--- config.mk ---
export PLATFORM = sky130hd
export DESIGN_NAME = regfile_master
export DESIGN_NICKNAME = d
export VERILOG_FILES = /design/src/rtl/regfile_pkg.sv /design/src/rtl/regfile_master.sv
export SDC_FILE = /design/constraint.sdc
export NUM_CORES = 1
export LEC_CHECK = 0
export CAP_MARGIN = 10
export CORE_MARGIN = 2
export CORE_UTILIZATION = 37
export CTS_BUF_LIST = sky130_fd_sc_hd__clkbuf_16
export DETAILED_ROUTE_END_ITERATION = 16
export PLACE_DENSITY_LB_ADDON = 0.05
export SETUP_SLACK_MARGIN = 0.4
export SLEW_MARGIN = 15
export SYNTH_ARGS = -nofsm -noshare
export SYNTH_HDL_FRONTEND = slang
export SYNTH_SLANG_ARGS = --single-unit
--- constraint.sdc ---
create_clock -name clk -period 1.9 [get_ports clk]
set_clock_uncertainty 0.05 [all_clocks]
set_input_delay 0.285 -clock clk [delete_from_list [all_inputs] [get_ports clk]]
set_output_delay 0.285 -clock clk [all_outputs]
set_load 0.005 [all_outputs]
--- src/rtl/regfile_pkg.sv ---
// regfile_pkg -- shared definitions for the register-file master and the
// blocks around it (regfile model, benches).
//   DATA_W   : default register data width
//   NREG     : default register count
//   cmd_op_e : command opcode encoding carried on cmd_op
//   state_e  : master FSM states
package regfile_pkg;

  localparam int DATA_W = 16;
  localparam int NREG   = 8;

  typedef enum logic [1:0] {
    OP_WRITE = 2'b00,
    OP_READ  = 2'b01,
    OP_DUMP  = 2'b10,
    OP_RSVD  = 2'b11
  } cmd_op_e;

  typedef enum logic [1:0] {
    ST_IDLE = 2'b00,
    ST_WR   = 2'b01,
    ST_RD   = 2'b10,
    ST_RESP = 2'b11
  } state_e;

endpackage

--- src/rtl/regfile_master.sv ---
// regfile_master -- command-driven master for an external register file.
// Accepts WRITE / READ / DUMP commands, drives the regfile write/read ports
// and returns read values over a valid/ready response channel. DUMP walks
// every register 0..NREG-1, one response per register.
//
// Ports
//   clk, reset_n          : clock (rising edge), asynchronous active-low reset
//   cmd_valid/cmd_ready   : command handshake; cmd_ready only in IDLE
//   cmd_op/cmd_reg/cmd_data : opcode, register index, write data
//   rsp_valid/rsp_ready   : response handshake; response held until consumed
//   rsp_reg/rsp_data      : index and value of the register read
//   rf_data_in/rf_writenum/rf_write : regfile write port (write for one cycle)
//   rf_readnum/rf_data_out : regfile read index and combinational read data
//   busy                  : high whenever the FSM is not IDLE
module regfile_master #(
  parameter int DATA_W = regfile_pkg::DATA_W,
  parameter int NREG   = regfile_pkg::NREG,
  localparam int IDX_W = (NREG > 1) ? $clog2(NREG) : 1
) (
  input  logic              clk,
  input  logic              reset_n,
  input  logic              cmd_valid,
  output logic              cmd_ready,
  input  logic [1:0]        cmd_op,
  input  logic [IDX_W-1:0]  cmd_reg,
  input  logic [DATA_W-1:0] cmd_data,
  output logic              rsp_valid,
  input  logic              rsp_ready,
  output logic [IDX_W-1:0]  rsp_reg,
  output logic [DATA_W-1:0] rsp_data,
  output logic [DATA_W-1:0] rf_data_in,
  output logic [IDX_W-1:0]  rf_writenum,
  output logic              rf_write,
  output logic [IDX_W-1:0]  rf_readnum,
  input  logic [DATA_W-1:0] rf_data_out,
  output logic              busy
);

  import regfile_pkg::*;

  state_e             state_reg, state_next;
  cmd_op_e            op_reg;
  logic [IDX_W-1:0]   idx_reg;
  logic [IDX_W-1:0]   rf_readnum_reg;
  logic [IDX_W-1:0]   rf_writenum_reg;
  logic [DATA_W-1:0]  rf_data_in_reg;
  logic [IDX_W-1:0]   rsp_reg_reg;
  logic [DATA_W-1:0]  rsp_data_reg;

  logic    accept;
  logic    rsp_fire;
  logic    last_idx;
  cmd_op_e cmd_op_in;

  assign cmd_op_in = cmd_op_e'(cmd_op);
  // Gated by reset_n so the port is low for the whole time reset is held.
  assign cmd_ready = (state_reg == ST_IDLE) && reset_n;
  assign accept    = cmd_valid && cmd_ready;
  assign rsp_fire  = (state_reg == ST_RESP) && rsp_ready;
  assign last_idx  = (idx_reg == IDX_W'(NREG - 1));

  // Decoded straight from the state register, so an asynchronous reset
  // drops rf_write / rsp_valid / busy immediately.
  assign rf_write    = (state_reg == ST_WR);
  assign rsp_valid   = (state_reg == ST_RESP);
  assign busy        = (state_reg != ST_IDLE);
  assign rf_readnum  = rf_readnum_reg;
  assign rf_writenum = rf_writenum_reg;
  assign rf_data_in  = rf_data_in_reg;
  assign rsp_reg     = rsp_reg_reg;
  assign rsp_data    = rsp_data_reg;

  always_comb begin
    state_next = state_reg;
    case (state_reg)
      ST_IDLE: begin
        if (accept) begin
          case (cmd_op_in)
            OP_WRITE: state_next = ST_WR;
            OP_READ,
            OP_DUMP:  state_next = ST_RD;
            default:  state_next = ST_IDLE;  // reserved: dropped silently
          endcase
        end
      end
      ST_WR:   state_next = ST_IDLE;
      ST_RD:   state_next = ST_RESP;
      ST_RESP: begin
        if (rsp_fire) begin
          // A DUMP stops after the last register rather than wrapping.
          if ((op_reg == OP_DUMP) && !last_idx) state_next = ST_RD;
          else                                   state_next = ST_IDLE;
        end
      end
      default: state_next = ST_IDLE;
    endcase
  end

  always_ff @(posedge clk or negedge reset_n) begin
    if (!reset_n) begin
      state_reg       <= ST_IDLE;
      op_reg          <= OP_WRITE;
      idx_reg         <= '0;
      rf_readnum_reg  <= '0;
      rf_writenum_reg <= '0;
      rf_data_in_reg  <= '0;
      rsp_reg_reg     <= '0;
      rsp_data_reg    <= '0;
    end else begin
      state_reg <= state_next;

      if (accept) begin
        op_reg          <= cmd_op_in;
        rf_writenum_reg <= cmd_reg;
        rf_data_in_reg  <= cmd_data;
        // The read index is set up on entry to RD and then left alone, so
        // rf_readnum keeps its last value outside RD.
        if (cmd_op_in == OP_READ) begin
          idx_reg        <= cmd_reg;
          rf_readnum_reg <= cmd_reg;
        end else if (cmd_op_in == OP_DUMP) begin
          idx_reg        <= '0;
          rf_readnum_reg <= '0;
        end
      end

      if (state_reg == ST_RD) begin
        rsp_data_reg <= rf_data_out;
        rsp_reg_reg  <= idx_reg;
      end

      if (rsp_fire && (op_reg == OP_DUMP) && !last_idx) begin
        idx_reg        <= idx_reg + 1'b1;
        rf_readnum_reg <= idx_reg + 1'b1;
      end
    end
  end

endmodule

==> flow_summary.yaml, run 1 <==
worst_setup_path:
  end_kind: "flip-flop"
  path_max_fanout: 4
  crit_required_ns: 2.05
  startpoint_type: "flip-flop"
  crit_type: "reg2reg"
  crit_arrival_ns: 1.86
sta:
  max_freq_mhz: 586
  tns_ns: 0
  fin_ws_ns: 0.194
  slew-limit-headroom_pct: 69.3
  setup_violations: 0
  drv_slew: 0
  tightest_slew_ns: 0.461
  rsz0062_at_grt: "true"
  period_needed_ns: 1.71
  fin_crit_sh_pct: 89.8
  hold_viol: 0
yosys:
  syn-num-nets: 175
  ys_top_cells_by_area: "dfrtp_1 (58%), mux2_2 (16%), mux2_4 (7.8%)"
  synth_cell_type_count: 28
  ys_seq_elements: 45
  synth_top_area_cell: "dfrtp_1"
  yosysWarningCount: 0
  synth-seq-area-share_pct: 58.4
  syn_area_per_cell_um2: 14.8
  yosysMostFrequentCell: "dfrtp_1"
  synth-main-ff-cell: "dfrtp_1"
  netlist_area_um2: 1930
  yosysTopAreaCellShare_pct: 58.4
  async_reset_ff_share_pct: 100
  synth-edff-count: 0
  syn_inst: 130
  yosys-top-cells-count: "dfrtp_1 (45), mux2_2 (28), mux2_4 (10)"
clocking:
  cts_root_buf: "clkbuf_16"
  cts_sinks: 45
  cts.path.max_buffers: 2
  cts-htree-levels: 2
  cts_tree: "built"
  clk_pin_slew_ns: 0.06
  clk_latency_ns: 0.28
  cts_buffers: 5
global_route:
  first_global_vias: 1584
  grt_use_met1_pct: 19.6
  globalRouteMet2Util_pct: 30.0
  grt_start_max_net_pins: 39
  grt_util_met3_pct: 4.86
  busiest_layer: "met2"
  grt_usage_pct: 17.1
  overflow: 0
  antenna_found_initial: 0
  grt_pass1_wl_um: 7760
routing:
  routed_wl_um: 5200
  wl_per_cell_um: 16.2
  first_iter_violations: 50
  vias: 1509
  ant_nets: 0
  routed_via_density: 4.70
  first_pass_iters: 4
  drc: 0
floorplan:
  num_rows: 26
  dieArea_um2: 5800
  fp.dieW_um: 76.2
  coreArea_um2: 5070
  die_h_um: 76.2
  io_pins: 86
  start_util_pct: 38.0
placement:
  gp_congestion: 0.750
  post-place-ws_ns: 0.0738
  place.detailed.hpwl_um: 3350
  io_buffers: 85
layout:
  drive_above_1_share_pct: 38.2
  antenna_cells: 0
  nets: 295
  areaGrowthSynthToFinish_pct: 81.4
outcome:
  status: "finished clean"
power:
  p_per_area_nw_per_um2: 1610
  peakVddDrop_mv: 0.819
  p_leak_nw: 1.79
hold_path:
  worstHoldPathType: "in2async"
flow_run:
  maxCapViolations: 0
## layer usage
| metal | up-vias | part of all wire (%) |
|---|---|---|
| met2 | 55 | 51 |
| met3 | 8 | 5.1 |
| met5 | - | 0 |
| met1 | 742 | 42 |
| met4 | 0 | 1.6 |
| li1 | 704 | - |
## logic make-up after synthesis
kind of cell | synth area share [%]
AOI/OAI and AO/OA | 4.41
adders and majority gates | 2.60
buffers and inverters | 3.57
DFF | 58.4
muxes | 24.1
and+or+nand+nor | 6.88
## metrics by stage
step	hold WS, ns	utilization (%)	total power, mW	std cells	area (um^2)
6_report	0.0793	68.9	5.62	321	3500
5_1_grt	0.137	68.9	5.93	321	3500
4_1_cts	0.0966	63.2	5.21	304	3210
3_5_place_dp	0.228	57.4	4.05	288	2910
3_3_place_gp	0.217	57.4	3.96	288	2910
2_1_floorplan	-0.0606	-	2.72	130	1940
## cells in the final DEF, fill, tap and decap left out, drive strengths merged
master,synthesis,layout
dfrtp,45,45
a31oi,2,2
dlymetal6s2s,0,22
inv,5,6
nand4bb,1,1
nand4,3,3
mux2,38,38
a41oi,1,1
buf,6,33
dlygate4sd3,0,1
dlygate4sd2,0,3
or3b,1,1
nor4bb,1,1
nor3b,1,1
o22ai,1,1
clkinv,0,1
nor3,2,2
or2,2,2
a32o,1,1
nand2,3,3
nand3,1,1
a21bo,1,1
clkbuf,0,10
and2,1,1
nor2,2,2
ha,4,4
nor2b,1,1
o21ai,6,6
bufinv,0,1
a22oi,1,1
clkdlybuf4s50,0,55
## worst paths after layout
path | start | endpoint | slack, ns | depth (start not counted)
worst max-delay path | rf_readnum[1]$_DFFE_PN0P_ | rf_readnum[1]$_DFFE_PN0P_ | 0.19 | 5
worst min-delay path | reset_n | rf_writenum[1]$_DFFE_PN0P_ | 0.08 | 2
worst max register to register | rf_readnum[1]$_DFFE_PN0P_ | rf_readnum[1]$_DFFE_PN0P_ | 0.19 | 5
worst min register to register | rsp_reg[2]$_DFFE_PN0P_ | rsp_reg[2]$_DFFE_PN0P_ | 0.46 | 1
max in group asynchronous | reset_n | state_reg[0]$_DFFE_PN0P_ | 0.94 | 3
min in group clk | rsp_reg[2]$_DFFE_PN0P_ | rsp_reg[2]$_DFFE_PN0P_ | 0.46 | 1
## report_power, final
part           total, mW  internal [mW]  leakage [nW]  switching, mW
clock network      0.952          0.611        0.0826          0.342
logic               2.94           2.04          1.16          0.892
registers           1.73           1.45         0.539          0.280
total               5.62           4.10          1.79           1.51
## final cells by class
type                       instances  area (um^2)
fill                             390         1580
timing repair buffer             119         1240
sequential                        45         1130
multi-input combinational         74          862
clock buffer                       5          125
tap                               70         87.6
clock inverter                     3         37.5
inverter                           5         18.8
## timing repair
| action | 4_1_cts | 5_1_grt |
|---|---|---|
| gates cloned | 1 | 3 |
| endpoints found under the hold margin | 7 | 0 |
| setup endpoints to repair | 32 | 77 |
| resized for setup | 23 | 57 |
| pin swaps | 2 | 8 |
| buffers inserted | 6 | 14 |
| hold buffers | 1 | 0 |
## worst max-delay path: stages (launching register included)
cell and delay (ns):
dfrtp_1 0.39, ha_2 0.19, ha_2 0.18, or3b_4 0.39, or2_4 0.24, a31oi_1 0.18
No activity file was read; power rests on OpenSTA's default activity.
==> run 2, diff against run 1 <==
--- a/config.mk
+++ b/config.mk
@@ -12,7 +12,7 @@
 export DETAILED_ROUTE_END_ITERATION = 16
 export PLACE_DENSITY_LB_ADDON = 0.05
 export SETUP_SLACK_MARGIN = 0.4
-export SLEW_MARGIN = 15
+export SLEW_MARGIN = 40
 export SYNTH_ARGS = -nofsm -noshare
 export SYNTH_HDL_FRONTEND = slang
 export SYNTH_SLANG_ARGS = --single-unit
==> results of run 2 <==
Same layout as run 1: the final DEF is identical, and so are final timing and power.
==> run 3, diff against run 2 <==
--- a/config.mk
+++ b/config.mk
@@ -10,8 +10,7 @@
 export CORE_UTILIZATION = 37
 export CTS_BUF_LIST = sky130_fd_sc_hd__clkbuf_16
 export DETAILED_ROUTE_END_ITERATION = 16
-export PLACE_DENSITY_LB_ADDON = 0.05
-export SETUP_SLACK_MARGIN = 0.4
+export PLACE_DENSITY = 0.81
 export SLEW_MARGIN = 40
 export SYNTH_ARGS = -nofsm -noshare
 export SYNTH_HDL_FRONTEND = slang
==> flow_summary.yaml, run 3 (same netlist as run 1, synthesis figures left out) <==
floorplan:
  num_rows: 26
  die_h_um: 76.2
  fp.dieW_um: 76.2
  io_pins: 86
  coreArea_um2: 5070
  dieArea_um2: 5800
  start_util_pct: 38.0
clocking:
  cts.path.max_buffers: 2
  cts_sinks: 45
  cts_tree: "built"
  cts-htree-levels: 2
  clk_latency_ns: 0.28
  cts_root_buf: "clkbuf_16"
  post-cts-setup-buffer-count: 0
  cts_buffers: 5
  clk_pin_slew_ns: 0.06
power:
  p_comb_share_pct: 46.3
  p_leak_nw: 1.31
  p_per_area_nw_per_um2: 1600
  peakVddDrop_mv: 1.07
  p_sw_share_pct: 26.2
  intPower_mw: 3.63
  power_mw: 4.91
  p_switching_mw: 1.29
  clkPwrFrac_pct: 19.3
  seqPwrFrac_pct: 34.4
routing:
  drc: 0
  vias: 1379
  first_iter_violations: 92
  routed_via_density: 4.64
  first_pass_iters: 4
  ant_nets: 0
  wl_per_cell_um: 13.8
  routed_wl_um: 4100
worst_setup_path:
  cp_slowest_cell: "or3b_4"
  cp_common_cell: "ha_1"
  end_kind: "flip-flop"
  endpoint: "rf_readnum[1]$_DFFE_PN0P_"
  startpoint_type: "flip-flop"
  r2r-end: "rf_readnum[1]$_DFFE_PN0P_"
  cp_top_family: "simple AND/OR/NAND/NOR gates"
  crit_required_ns: 2.05
  crit_type: "reg2reg"
  cp-startpoint: "rf_readnum[0]$_DFFE_PN0P_"
  crit_arrival_ns: 1.96
  crit_chain: "ha_1, ha_1, or3b_4, or2_2, a31oi_1"
  max_stage_delay_ns: 0.42
  rr_startpoint: "rf_readnum[0]$_DFFE_PN0P_"
  path_max_fanout: 4
  cp.depth: 5
  r2r_slack_ns: 0.1
  r2r.worst_path.cells: 5
  crit_buf_inv: 0
sta:
  period_needed_ns: 1.80
  slew-limit-headroom_pct: 72.3
  hold_viol: 0
  rsz0062_at_grt: "false"
  fin_hold_ws_ns: 0.449
  setup_violations: 0
  max_freq_mhz: 555
  fin_crit_sh_pct: 94.8
  drv_slew: 0
  tightest_slew_ns: 0.415
  tns_ns: 0
layout:
  antenna_cells: 0
  nets: 272
  regArea_um2: 1130
  nFillCells: 416
  layout_common_cells: "clkdlybuf4s50_1 (83), dfrtp_1 (45), mux2_2 (28)"
  multi_input_area_um2: 736
  areaGrowthSynthToFinish_pct: 59.2
  final_common_cell: "clkdlybuf4s50_1"
  utilization_pct: 60.5
  drive_above_1_share_pct: 27.3
hold_path:
  min-delay-start: "op_reg[1]$_DFFE_PN0P_"
  worstHoldPathType: "reg2reg"
outcome:
  status: "finished clean"
flow_run:
  maxCapViolations: 0
placement:
  gp_congestion: 0.839
  io_buffers: 85
  place.detailed.hpwl_um: 3070
global_route:
  grt_pass1_wl_um: 6920
  first_global_vias: 1440
  overflow: 0
  grt_start_max_net_pins: 35
  antenna_found_initial: 0
  grt_usage_pct: 15.1
==> run 3: cell types whose count changed in the layout (fill, tap and decap cells not counted), sizes merged <==
cell | previous run | this run
inv | 6 | 5
buf | 33 | 11
clkbuf | 10 | 5
clkdlybuf4s50 | 55 | 83
dlymetal6s2s | 22 | 0
dlygate4sd2 | 3 | 1
==> run 3: power by group through the flow <==
| stage | clock (mW) | sequential, mW | combinational (mW) |
|---|---|---|---|
| after floorplan | 0 | 1.76 | 0.957 |
| after global placement | 0 | 1.69 | 2.26 |
| after detailed placement | 0 | 1.72 | 2.30 |
| after CTS | 0.970 | 1.70 | 2.31 |
| after global routing | 1.02 | 1.77 | 2.44 |
| final | 0.946 | 1.69 | 2.28 |
==> run 3: how the worst min path moves through the flow <==
stage	to	slack, ns	cells after the start
6_report	op_reg[1]$_DFFE_PN0P_	0.45	2
3_5_place_dp	rf_data_in[11]$_DFFE_PN0P_	0.25	2
2_1_floorplan	op_reg[0]$_DFFE_PN0P_	-0.06	0
3_3_place_gp	rf_data_in[11]$_DFFE_PN0P_	0.26	2
5_1_grt	rf_data_in[4]$_DFFE_PN0P_	0.48	1
4_1_cts	op_reg[1]$_DFFE_PN0P_	0.45	2
==> run 3: final cells by class <==
class                           instances  area share (%)
Sequential cell                        45            36.7
Clock inverter                          2            1.14
Clock buffer                            5            4.07
Tap cell                               70            2.85
Inverter                                5           0.611
Multi-Input combinational cell         74            24.0
Timing Repair Buffer                   96            30.7
==> run 3: metrics by stage <==
| stage | worst slack (ns) | std cells | cell area [um^2] |
|---|---|---|---|
| after CTS | 0.0908 | 297 | 3070 |
| after detailed placement | 0.0879 | 289 | 2900 |
| after floorplan | 0.128 | 130 | 1930 |
| after global routing | 0.00769 | 297 | 3070 |
| after global placement | 0.123 | 289 | 2900 |
| final | 0.0988 | 297 | 3070 |
==> run 3: layer usage <==
layer | global-route usage, % | vias up | share of wire (%)
met2 | 24.2 | 50 | 50
met4 | 4.91 | 0 | 0.41
met5 | 0 | - | 0
li1 | - | 655 | -
met3 | 5.21 | 2 | 4.6
met1 | 19.4 | 672 | 45
==> run 3: timing repair <==
item,4_1_cts,5_1_grt
endpoints found under the setup margin,1,0
endpoints found under the hold margin,11,0
hold buffers,1,0
gates resized for setup,1,0
==> run 3: worst min-delay path, delay by kind of cell (launching register included) <==
kind,cells,cell delay [ns]
AO/OA/AOI/OAI,1,0.06
AND/OR/NAND/NOR,1,0.05
flip-flops,1,0.35
